File: config.mk
export PLATFORM = sky130hd
export DESIGN_NAME = isqrt_n
export DESIGN_NICKNAME = d
export VERILOG_FILES = /design/src/rtl/isqrt_pkg.sv /design/src/rtl/isqrt_step.sv /design/src/rtl/isqrt_n.sv
export SDC_FILE = /design/constraint.sdc
export NUM_CORES = 1
export LEC_CHECK = 0
export CAP_MARGIN = 15
export CORE_ASPECT_RATIO = 1.75
export CORE_MARGIN = 2
export CORE_UTILIZATION = 43
export DETAILED_ROUTE_END_ITERATION = 6
export GPL_ROUTABILITY_DRIVEN = 1
export HOLD_SLACK_MARGIN = 0.1
export PLACE_DENSITY = 0.64
export SYNTH_ARGS = -nofsm -noshare
export SYNTH_HDL_FRONTEND = slang
export SYNTH_SLANG_ARGS = --single-unit
File: constraint.sdc
create_clock -name clk -period 1.7 [get_ports clk]
set_input_delay 0.34 -clock clk [delete_from_list [all_inputs] [get_ports clk]]
set_output_delay 0.34 -clock clk [all_outputs]
set_load 0.02 [all_outputs]
File: src/rtl/isqrt_pkg.sv
// Shared types and helpers for the isqrt_n iterative integer square root.
package isqrt_pkg;

    typedef enum logic [1:0] {
        IDLE = 2'd0,
        CALC = 2'd1,
        DONE = 2'd2
    } state_t;

    // Number of bits needed to hold the unsigned value 'value' (at least 1).
    function automatic int cnt_bits(input int value);
        int bits;
        bits = 1;
        while ((1 << bits) <= value) begin
            bits = bits + 1;
        end
        return bits;
    endfunction

endpackage

File: src/rtl/isqrt_step.sv
// One restoring digit-by-digit square-root iteration: consumes two radicand
// bits and resolves one root bit. Purely combinational.
module isqrt_step #(
    parameter int WIDTH = 8
) (
    input  logic [WIDTH/2+1:0] rem_i,
    input  logic [WIDTH/2-1:0] root_i,
    input  logic [1:0]         pair_i,
    output logic [WIDTH/2+1:0] rem_o,
    output logic [WIDTH/2-1:0] root_o
);

    localparam int HALF = WIDTH / 2;
    localparam int RW   = HALF + 2;
    localparam int TW   = HALF + 4;

    logic [TW-1:0] acc;
    logic [TW-1:0] sub;
    logic [TW-1:0] diff;
    logic          ge;
    logic          unused_bits;

    always_comb begin
        acc  = {rem_i, pair_i};
        sub  = {2'b00, root_i, 2'b01};
        diff = acc - sub;
        ge   = (acc >= sub);
        // A kept remainder is bounded by 2*root, so the low RW bits always hold it.
        rem_o  = ge ? diff[RW-1:0] : acc[RW-1:0];
        root_o = (root_i << 1) | HALF'(ge);
    end

    assign unused_bits = ^{acc[TW-1:RW], diff[TW-1:RW]};

endmodule

File: src/rtl/isqrt_n.sv
// Sequential floor(sqrt(n)) with st/done handshake, one root bit per clock.
// Define ISQRT_REM_EN to add the rem output (n - sqrt*sqrt).
module isqrt_n
    import isqrt_pkg::*;
#(
    parameter int WIDTH = 8
) (
    input  logic               clk,
    input  logic               rst,
    input  logic               st,
    input  logic [WIDTH-1:0]   n,
    output logic [WIDTH/2-1:0] sqrt,
    output logic               done,
`ifdef ISQRT_REM_EN
    output logic               busy,
    output logic [WIDTH/2:0]   rem
`else
    output logic               busy
`endif
);

    localparam int HALF = WIDTH / 2;
    localparam int RW   = HALF + 2;
    localparam int CW   = cnt_bits(HALF);

    if (((WIDTH % 2) != 0) || (WIDTH < 2)) begin : g_bad_width
        $error("isqrt_n: WIDTH must be even and >= 2");
    end

    state_t          state_q, state_d;
    logic [WIDTH-1:0] op_q, op_d;
    logic [HALF-1:0] root_q, root_d;
    logic [RW-1:0]   prem_q, prem_d;
    logic [CW-1:0]   cnt_q, cnt_d;
    logic [HALF-1:0] sqrt_q, sqrt_d;
    logic [RW-1:0]   step_rem;
    logic [HALF-1:0] step_root;
`ifdef ISQRT_REM_EN
    logic [HALF:0]   rem_q, rem_d;
`endif

    isqrt_step #(
        .WIDTH (WIDTH)
    ) u_step (
        .rem_i  (prem_q),
        .root_i (root_q),
        .pair_i (op_q[WIDTH-1 -: 2]),
        .rem_o  (step_rem),
        .root_o (step_root)
    );

    always_comb begin
        state_d = state_q;
        op_d    = op_q;
        root_d  = root_q;
        prem_d  = prem_q;
        cnt_d   = cnt_q;
        sqrt_d  = sqrt_q;
`ifdef ISQRT_REM_EN
        rem_d   = rem_q;
`endif
        case (state_q)
            IDLE: begin
                if (st) begin
                    op_d    = n;
                    root_d  = '0;
                    prem_d  = '0;
                    cnt_d   = CW'(HALF);
                    state_d = CALC;
                end
            end
            CALC: begin
                if (cnt_q != '0) begin
                    op_d   = op_q << 2;
                    root_d = step_root;
                    prem_d = step_rem;
                    cnt_d  = cnt_q - CW'(1);
                end else begin
                    // Results become visible only here, so partials never leak out.
                    sqrt_d  = root_q;
`ifdef ISQRT_REM_EN
                    rem_d   = prem_q[HALF:0];
`endif
                    state_d = DONE;
                end
            end
            DONE: begin
                if (!st) begin
                    state_d = IDLE;
                end
            end
            default: begin
                state_d = IDLE;
            end
        endcase
    end

    always_ff @(posedge clk) begin
        if (rst) begin
            state_q <= IDLE;
            op_q    <= '0;
            root_q  <= '0;
            prem_q  <= '0;
            cnt_q   <= '0;
            sqrt_q  <= '0;
`ifdef ISQRT_REM_EN
            rem_q   <= '0;
`endif
        end else begin
            state_q <= state_d;
            op_q    <= op_d;
            root_q  <= root_d;
            prem_q  <= prem_d;
            cnt_q   <= cnt_d;
            sqrt_q  <= sqrt_d;
`ifdef ISQRT_REM_EN
            rem_q   <= rem_d;
`endif
        end
    end

    assign sqrt = sqrt_q;
    assign done = (state_q == DONE);
    assign busy = (state_q == CALC);
`ifdef ISQRT_REM_EN
    assign rem  = rem_q;
`endif

endmodule
# After elaboration in Yosys (flattened, before gate mapping)
# Index checks and enable logic that the tools add are counted.
dict set report op_classes {
  add_sub_neg 2
  magnitude_cmp 1
  eq_ne 6
  mux 17
  bitwise 2
  reduce_logical 6
}
# operator count
set ops {}
lappend ops {{$mux 6} 3}
lappend ops {{$mux 8} 2}
lappend ops {{$pmux 8 s2} 1}
lappend ops {{$pmux 6 s2} 1}
lappend ops {{$ge 8x6->1} 1}
lappend ops {{$mux 4} 2}
lappend ops {{$pmux 4 s2} 1}
lappend ops {{$mux 2} 3}
lappend ops {{$mux 3} 2}
lappend ops {{$ne 2x2->1 const B} 3}
lappend ops {{$pmux 2 s3} 1}
lappend ops {{$pmux 3 s2} 1}
lappend ops {{$reduce_and 3->1} 2}
lappend ops {{$sub 6x6->6} 1}
lappend ops {{$or 4x1->4} 1}
lappend ops {{$reduce_bool 3->1} 1}
lappend ops {{$sub 3x1->3 const B} 1}
lappend ops {{$eq 2x1->1 const B} 1}
lappend ops {{$eq 2x2->1 const B} 1}
lappend ops {{$logic_not 2->1} 1}
lappend ops {{$ne 2x1->1 const B} 1}
lappend ops {{$reduce_and 2->1} 1}
lappend ops {{$reduce_bool 2->1} 1}
lappend ops {{$not 1->1} 1}
dict set report totals {
  register_bits 27
  output_inout_bits 6
  elab_cells 40
}

# Longest topological paths before layout
dict set report depth {
  word_depth 4
  depth_mapped 8
  mapped_depth_nobuf 7
}

# Cells and area by module
# Synthesis repeated with hierarchy kept, for this count alone.
dict set report hier_totals {
  cells_unflattened 135
  hier_area_um2 1418.9
}
# module instances cells_per_inst area_per_inst_um2 seq_area_each_um2
set modules_own_cells {}
lappend modules_own_cells {isqrt_n 1 92 1057.3 540.5}
lappend modules_own_cells {isqrt_step 1 43 361.6 0.0}

# Least setup slack after synthesis
# Ideal clock, no wire load.
dict set report synth_timing {
  path_kind {flip-flop to flip-flop}
  start {reg root_q[1]}
  end {reg prem_q[5]}
  setup_time_ns 0.121
  arrival_time_ns 1.641
  required_ns 1.579
  setup_slack_ns -0.062
  stages_incl_launch_ff 8
  path_cell_list {dfxtp_1 -> inv_1 -> ha_1 -> or3_2 -> o221a_2 -> xor2_1 -> mux2i_1 -> o21ai_1}
}
dict set report synth_between {
  elab_chain_cells 4
  elab_cells_between_ends 5
  cone_classes {add/sub (1); order compare (1); mux (3)}
}
# item line
set synth_lines {}
lappend synth_lines {{start: declaration} isqrt_n.sv:32} ;# logic [HALF-1:0] root_q, root_d;
lappend synth_lines {{start signal: assignment} isqrt_n.sv:112} ;# root_q <= root_d;
lappend synth_lines {{$ge 8x6->1 / $sub 6x6->6 (equally long branches)} {isqrt_step.sv:27, isqrt_step.sv:26}}
lappend synth_lines {{$mux 6 (*)} isqrt_step.sv:29} ;# rem_o = ge ? diff[RW-1:0] : acc[RW-1:0];
lappend synth_lines {{$mux 6 (*)} isqrt_n.sv:73} ;# if (cnt_q != '0) begin
lappend synth_lines {{$pmux 6 s2 (*)} isqrt_n.sv:62} ;# case (state_q)
lappend synth_lines {{end signal: assignment} isqrt_n.sv:113} ;# prem_q <= prem_d;
lappend synth_lines {{end: declaration} isqrt_n.sv:33} ;# logic [RW-1:0] prem_q, prem_d;
# Every way passes the cells marked *; elsewhere a longest branch is shown, timed or not. The select of a mux whose other input is x is not followed.
# A chain may end at the register's enable or synchronous reset.

# Worst setup path after layout
dict set report layout_timing {
  start {reg root_q[1]}
  end {reg prem_q[2]}
}
dict set report layout_between {
  elab_chain_cells 4
}
# item line
set layout_lines {}
lappend layout_lines {{$ge 8x6->1} isqrt_step.sv:27} ;# ge = (acc >= sub);
lappend layout_lines {{$mux 6} isqrt_step.sv:29}
lappend layout_lines {{$mux 6} isqrt_n.sv:73}
lappend layout_lines {{$pmux 6 s2} isqrt_n.sv:62}
# No other way between the ends. The select of a mux whose other input is x is not followed.

==> out/summary.txt <==
CP top delay family -> compound AO/OA/AOI/OAI gates
Clock Latency Late Sink -> 0.27 ns
Slowest-stage cell, CP -> dfxtp_2
Post-synth EDFFs -> 0
antenna violations before repair -> 0
setup violators final -> 0
#FFs+latches synth -> 27
post-synthesis sequential area ratio -> 40.0%
number of global-route vias before repair -> 1184
DP Wirelength -> 2340 µm
Overall Global Routing Usage -> 18.9%
drt pass-1 iters -> 4
Clock Sinks -> 27
# H-tree levels -> 1
routed vias/inst -> 4.98
worst r2r dst -> prem_q[2]
CTS Buf Count -> 3
Setup CP Type -> reg -> reg
clk slew on worst S/H paths -> 0.09 ns
RSZ-0062 raised after global routing -> yes
total grt overflow -> 0
CP Max Fanout -> 7
DIE WIDTH -> 46.4 µm
Crit. End Element -> register
Synth cell types -> 37
Slew HR -> 68.5%
worst-path cell chain -> inv_2 > ha_4 > a21o_1 > a31oi_4 > o21ai_4 > buf_4 > mux2i_1 > o21ai_1
CP arrival -> 1.81 ns
# IOs -> 17
Power Dens Cells -> 831 mW/mm²
DIE AREA -> 0.00363 mm²
Antenna Cells -> 0
f_max -> 607 MHz
critical path required time -> 1.86 ns
Least-Margin Pin Slew -> 0.470 ns
crit start category -> register
Worst Setup EP -> prem_q[2]
Final Net Count -> 208
Std-Cell Rows -> 27
r2r startpoint -> root_q[1]
warnings from Yosys -> 0
Critical Path Max Stage Delay -> 0.34 ns
Final Max Tran Viols -> 0
worst setup path startpoint -> root_q[1]
Worst Path Buf+Inv -> 2
Initial Util -> 44.0%
share of cells above drive strength 1 -> 29.3%
final cell count without fillers -> 231
PortBufs -> 16
synthesized area -> 0.00135 mm²
HP Start -> op_q[4]
final wirelength -> 3140 µm
Clock Tree Buf Depth -> 2
Iter 0 DRT Violations -> 21
gpl congestion -> 0.785
reg2reg setup slack -> 0.05 ns
max-cap violation count -> 0
largest net degree at the start of global routing -> 15
Min Clock Period, post-route -> 1.65 ns
Final ANT Viol Nets -> 0
post-layout util -> 61.0%
die height -> 78.2 µm
Min-Delay Path Class -> reg -> reg
Power, Total -> 1.56 mW
CTS tree -> built
run status -> finished clean
Fin Clk Skew -> 0.00378 ns
hold buffer count at CTS -> 0
Crit path depth -> 8
Peak supply drop -> 0.756 mV
area of the core -> 0.00307 mm²
Root Buffer -> clkbuf_8
vias post-DR -> 1151
Synth Instances -> 147
Avg Cell Area, Syn -> 9.20 µm²
placed cells -> 225
first-pass GRT wire length -> 5110 µm
syn nets -> 166
DRC -> 0
WL/cell -> 13.6 µm
ys async rst share -> 0%
fin crit share -> 96.9%
Layout Area Growth over Synthesis -> 38.7%
Final Hold Vio Count -> 0
static leakage -> 0.751 nW
worst reg2reg path depth -> 8
Synth Flop Type -> dfxtp_1
Yosys cell counts, types with 2 or more instances:
cell type	number	area (µm²)
nor2_1	19	71.3
a22oi_1	12	90.1
a21oi_1	10	50.1
a21o_1	2	15.0
dfxtp_1	27	541
xor2_1	2	17.5
buf_2	3	15.0
ha_1	8	100
o21ai_2	2	17.5
inv_1	8	30.0
o21ai_1	4	20.0
clkbuf_1	2	7.51
mux2i_1	8	80.1
xnor2_1	2	17.5
nor3_1	2	10.0
nand2b_1	3	18.8
nand2_1	13	48.8
cell families (layout without fill, tap and decap cells):
family / count (synthesis) / after routing / synth area share, %
AND/OR/NAND/NOR: 49 / 49 / 18.6
AO/OA/AOI/OAI: 36 / 36 / 19.5
flip-flops: 27 / 27 / 40.0
buffers and inverters: 14 / 55 / 4.90
multiplexers: 9 / 9 / 7.03
adder cells (fa/ha/maj): 8 / 8 / 7.40
XOR/XNOR: 4 / 4 / 2.59
worst min-delay path by stage:
stage / to / slack [ns] / cells after the start
after floorplan: op_q[2] / 0.44 / 2
after global placement: op_q[5] / 0.44 / 2
after detailed placement: op_q[4] / 0.45 / 2
after CTS: op_q[4] / 0.46 / 2
after global routing: op_q[5] / 0.49 / 2
final: op_q[4] / 0.46 / 2
layout make-up:
cell class,count,area (µm²)
clock buffer,4,45.0
inverter,8,30.0
timing repair buffer,43,377
tap,43,53.8
multi-input combinational,106,823
sequential,27,547
fill,274,1200
flip-flops by register name, indices dropped and copies added, names as in the netlist:
name     cells
sqrt         4
cnt_q        3
prem_q       6
state_q      2
op_q         8
root_q       4
layer usage:
metal / part of all wire [%] / GRT usage, %
met1: 40 / 21.5
met3: 1.5 / 2.07
met5: 0 / 0
met4: 0.89 / 6.00
met2: 57 / 34.3
power by group:
group	leakage (nW)	switching, mW	internal, mW
clock network	0.0228	0.191	0.168
registers	0.222	0.0234	0.666
logic	0.506	0.229	0.282
cell usage in the layout (no fill, tap or decap), types with 2 or more instances in the layout:
cell	instances
dfxtp_2	5
buf_4	25
xnor2_1	2
dlygate4sd2_1	2
nand2b_1	3
xor2_1	2
mux2i_1	8
clkdlybuf4s50_1	14
ha_2	2
inv_1	7
nor2_1	19
o21ai_1	4
nand2_1	13
ha_1	3
nor3_1	2
a21oi_1	10
ha_4	3
a21o_1	2
dfxtp_1	22
a22oi_1	12
clkbuf_8	3
stage by stage:
stage	instance area (µm²)	worst slack [ns]	hold WS (ns)	setup TNS (ns)
floorplan	1370	0.0108	0.437	0
global placement	1740	-0.0455	0.444	-0.149
detailed placement	1740	-0.0988	0.451	-0.349
CTS	1840	0.00107	0.463	0
global route	1880	-0.0567	0.493	-0.0877
finish	1880	0.0531	0.464	0
timing repair:
| item | CTS | global route |
|---|---|---|
| endpoints found under the setup margin | 7 | 7 |
| resized for setup | 9 | 10 |
| cloned | 0 | 0 |
| endpoints found under the hold margin | 0 | 0 |
| setup buffers | 2 | 0 |
| pin swaps | 3 | 2 |
worst reg2reg max path, cell delays in order (launching register included):
cell and delay (ns):
dfxtp_2 0.34, inv_2 0.04, ha_4 0.29, a21o_1 0.16, a31oi_4 0.05, o21ai_4 0.25, buf_4 0.16, mux2i_1 0.18
o21ai_1 0.07
(Power assumes the default switching activity.)
==> RTL edit (same settings) <==
`WIDTH` is set to 8 in 2 places; all go to 10.
--- a/src/rtl/isqrt_step.sv
+++ b/src/rtl/isqrt_step.sv
@@ -1,7 +1,7 @@
 // One restoring digit-by-digit square-root iteration: consumes two radicand
 // bits and resolves one root bit. Purely combinational.
 module isqrt_step #(
-    parameter int WIDTH = 8
+    parameter int WIDTH = 10
 ) (
     input  logic [WIDTH/2+1:0] rem_i,
     input  logic [WIDTH/2-1:0] root_i,
--- a/src/rtl/isqrt_n.sv
+++ b/src/rtl/isqrt_n.sv
@@ -3,7 +3,7 @@
 module isqrt_n
     import isqrt_pkg::*;
 #(
-    parameter int WIDTH = 8
+    parameter int WIDTH = 10
 ) (
     input  logic               clk,
     input  logic               rst,
Interface: changed (resized n and sqrt); port bits go from 17 to 20. The function was not compared with the original's and may differ.
==> RTL edit against the original RTL <==
The flow now finishes with violations (negative setup slack); area after synthesis increased by 20%; sequential cell count is 5 higher; critical endpoint is now prem_q[5]; worst setup slack worse by 0.25 ns; cell area rose by 28%; critical path depth up 1; routed wire length is 39% higher; first-iteration DRC count is 71% higher; global-route usage is 1.0 points higher.
Power is not compared: it rests on default switching activity, and its combinational part moved more than twofold at a synthesized area within 25%.
==> RTL edit: results (changes against the original RTL) <==
WORST_SLEW_PIN_SLEW_NS=0.390  # was 0.470 ns
CLOCK_AREA_SHARE_PCT=4.64  # was 2.40%
LAYOUT.NETS=272  # was 208
NCLKBUFFERS=5  # was 4
GLOBALROUTETOTALUTIL_PCT=19.9  # was 18.9%
NUMBER_OF_GATES_RESIZED_AFTER_CTS=11  # was 9
REGISTERS_WITH_THE_HIGHEST_FLIP_FLOP_COUNTS='op_q (10), prem_q (7)'  # was op_q (8), prem_q (6)
INVERTERS=11  # was 8
TIMING.FINAL.WS_SETUP_NS=-0.196  # was 0.0531 ns
WORST_PATH_LARGEST_CELL_DELAY_NS=0.38  # was 0.34 ns
WORST_SETUP_TIMING_SLACK_AT_THE_PLACEMENT_STAGE_NS=-0.230  # was -0.0988 ns
FINAL.SETUP.TNS_NS=-1.00  # was 0 ns
GRT_FIRST_PASS_WIRELENGTH_MM=6.64  # was 5.11 mm
SYNTH-SEQ-AREA-SHARE_PCT=39.4  # was 40.0%
SYNTH_ADDER_AREA_SHARE_PCT=6.92  # was 7.40%
WORSTPATHARRIVAL_NS=2.06  # was 1.81 ns
YOSYS-MUX-AREA-FRACTION_PCT=6.15  # was 7.03%
VIOLATIONS='negative setup slack'
GRT_MAX_DEGREE=18  # was 15
FF2FF_SETUP_SLACK_NS=-0.20  # was 0.05 ns
STATUS='finished, violations left'  # was finished clean
FINAL-SETUP-VIOL-COUNT=8  # was 0
CPMAXSTAGEDELAYCELL='sky130_fd_sc_hd__or3_4'  # was sky130_fd_sc_hd__dfxtp_2
NUM-MULTI-INPUT-GATES=139  # was 106
HTREE_LEVELS=2  # was 1
SIGNAL_BUFFER_AREA_FRACTION_PCT=23.2  # was 20.1%
LEADING_CELL_TYPES_BY_TOTAL_AREA_AFTER_SYNTHESIS='sky130_fd_sc_hd__dfxtp_1 (39%), sky130_fd_sc_hd__nor2_1 (7.4%), sky130_fd_sc_hd__ha_1 (6.9%), sky130_fd_sc_hd__mux2i_1 (6.1%), sky130_fd_sc_hd__nand2_1 (6.0%)'  # was sky130_fd_sc_hd__dfxtp_1 (40%), sky130_fd_sc_hd__ha_1 (7.4%), sky130_fd_sc_hd__a22oi_1 (6.7%), sky130_fd_sc_hd__mux2i_1 (5.9%), sky130_fd_sc_hd__nor2_1 (5.3%)
FINAL.FILL_COUNT=310  # was 274
SYN2LAYOUT_AREA_GROWTH_PCT=47.4  # was 38.7%
GP_CONGESTION=0.820  # was 0.785
LAYOUT.AREA.SEQ_UM2=649  # was 547 µm²
HOLDWS_NS=0.474  # was 0.464 ns
SYNTH_XOR_AREA_SHARE_PCT=3.23  # was 2.59%
PLACE.DETAILED.HPWL_MM=3.08  # was 2.34 mm
SYNTHESIS.NETS=212  # was 166
## RTL edit: worst max-delay path, delay by kind of cell, from the launching register on
| family | cells | cell delay, ns |
|---|---|---|
| buffers and inverters | 3 | 0.28 |
| xor gates and xnor gates | 1 | 0.15 |
| DFF | 1 | 0.34 |
| and+or+nand+nor | 1 | 0.38 |
| AOI/OAI and AO/OA | 3 | 0.49 |
| adders and majority gates | 1 | 0.15 |
## RTL edit: cell families (layout without fill, tap and decap cells)
group	Yosys count	after routing
AND/OR/NAND/NOR	74	74
adder cells (fa/ha/maj)	9	9
flip-flops	32	32
buffers and inverters	19	80
XOR/XNOR	6	6
multiplexers	10	10
AO/OA/AOI/OAI	40	40
## RTL edit: metal layers
metal | GRT usage [%] | up-vias | part of all wire, %
li1 | - | 778 | -
met1 | 20.1 | 742 | 39
met2 | 39.0 | 27 | 57
met3 | 3.35 | 11 | 2.0
met4 | 7.37 | 0 | 2.0
met5 | 0 | - | 0
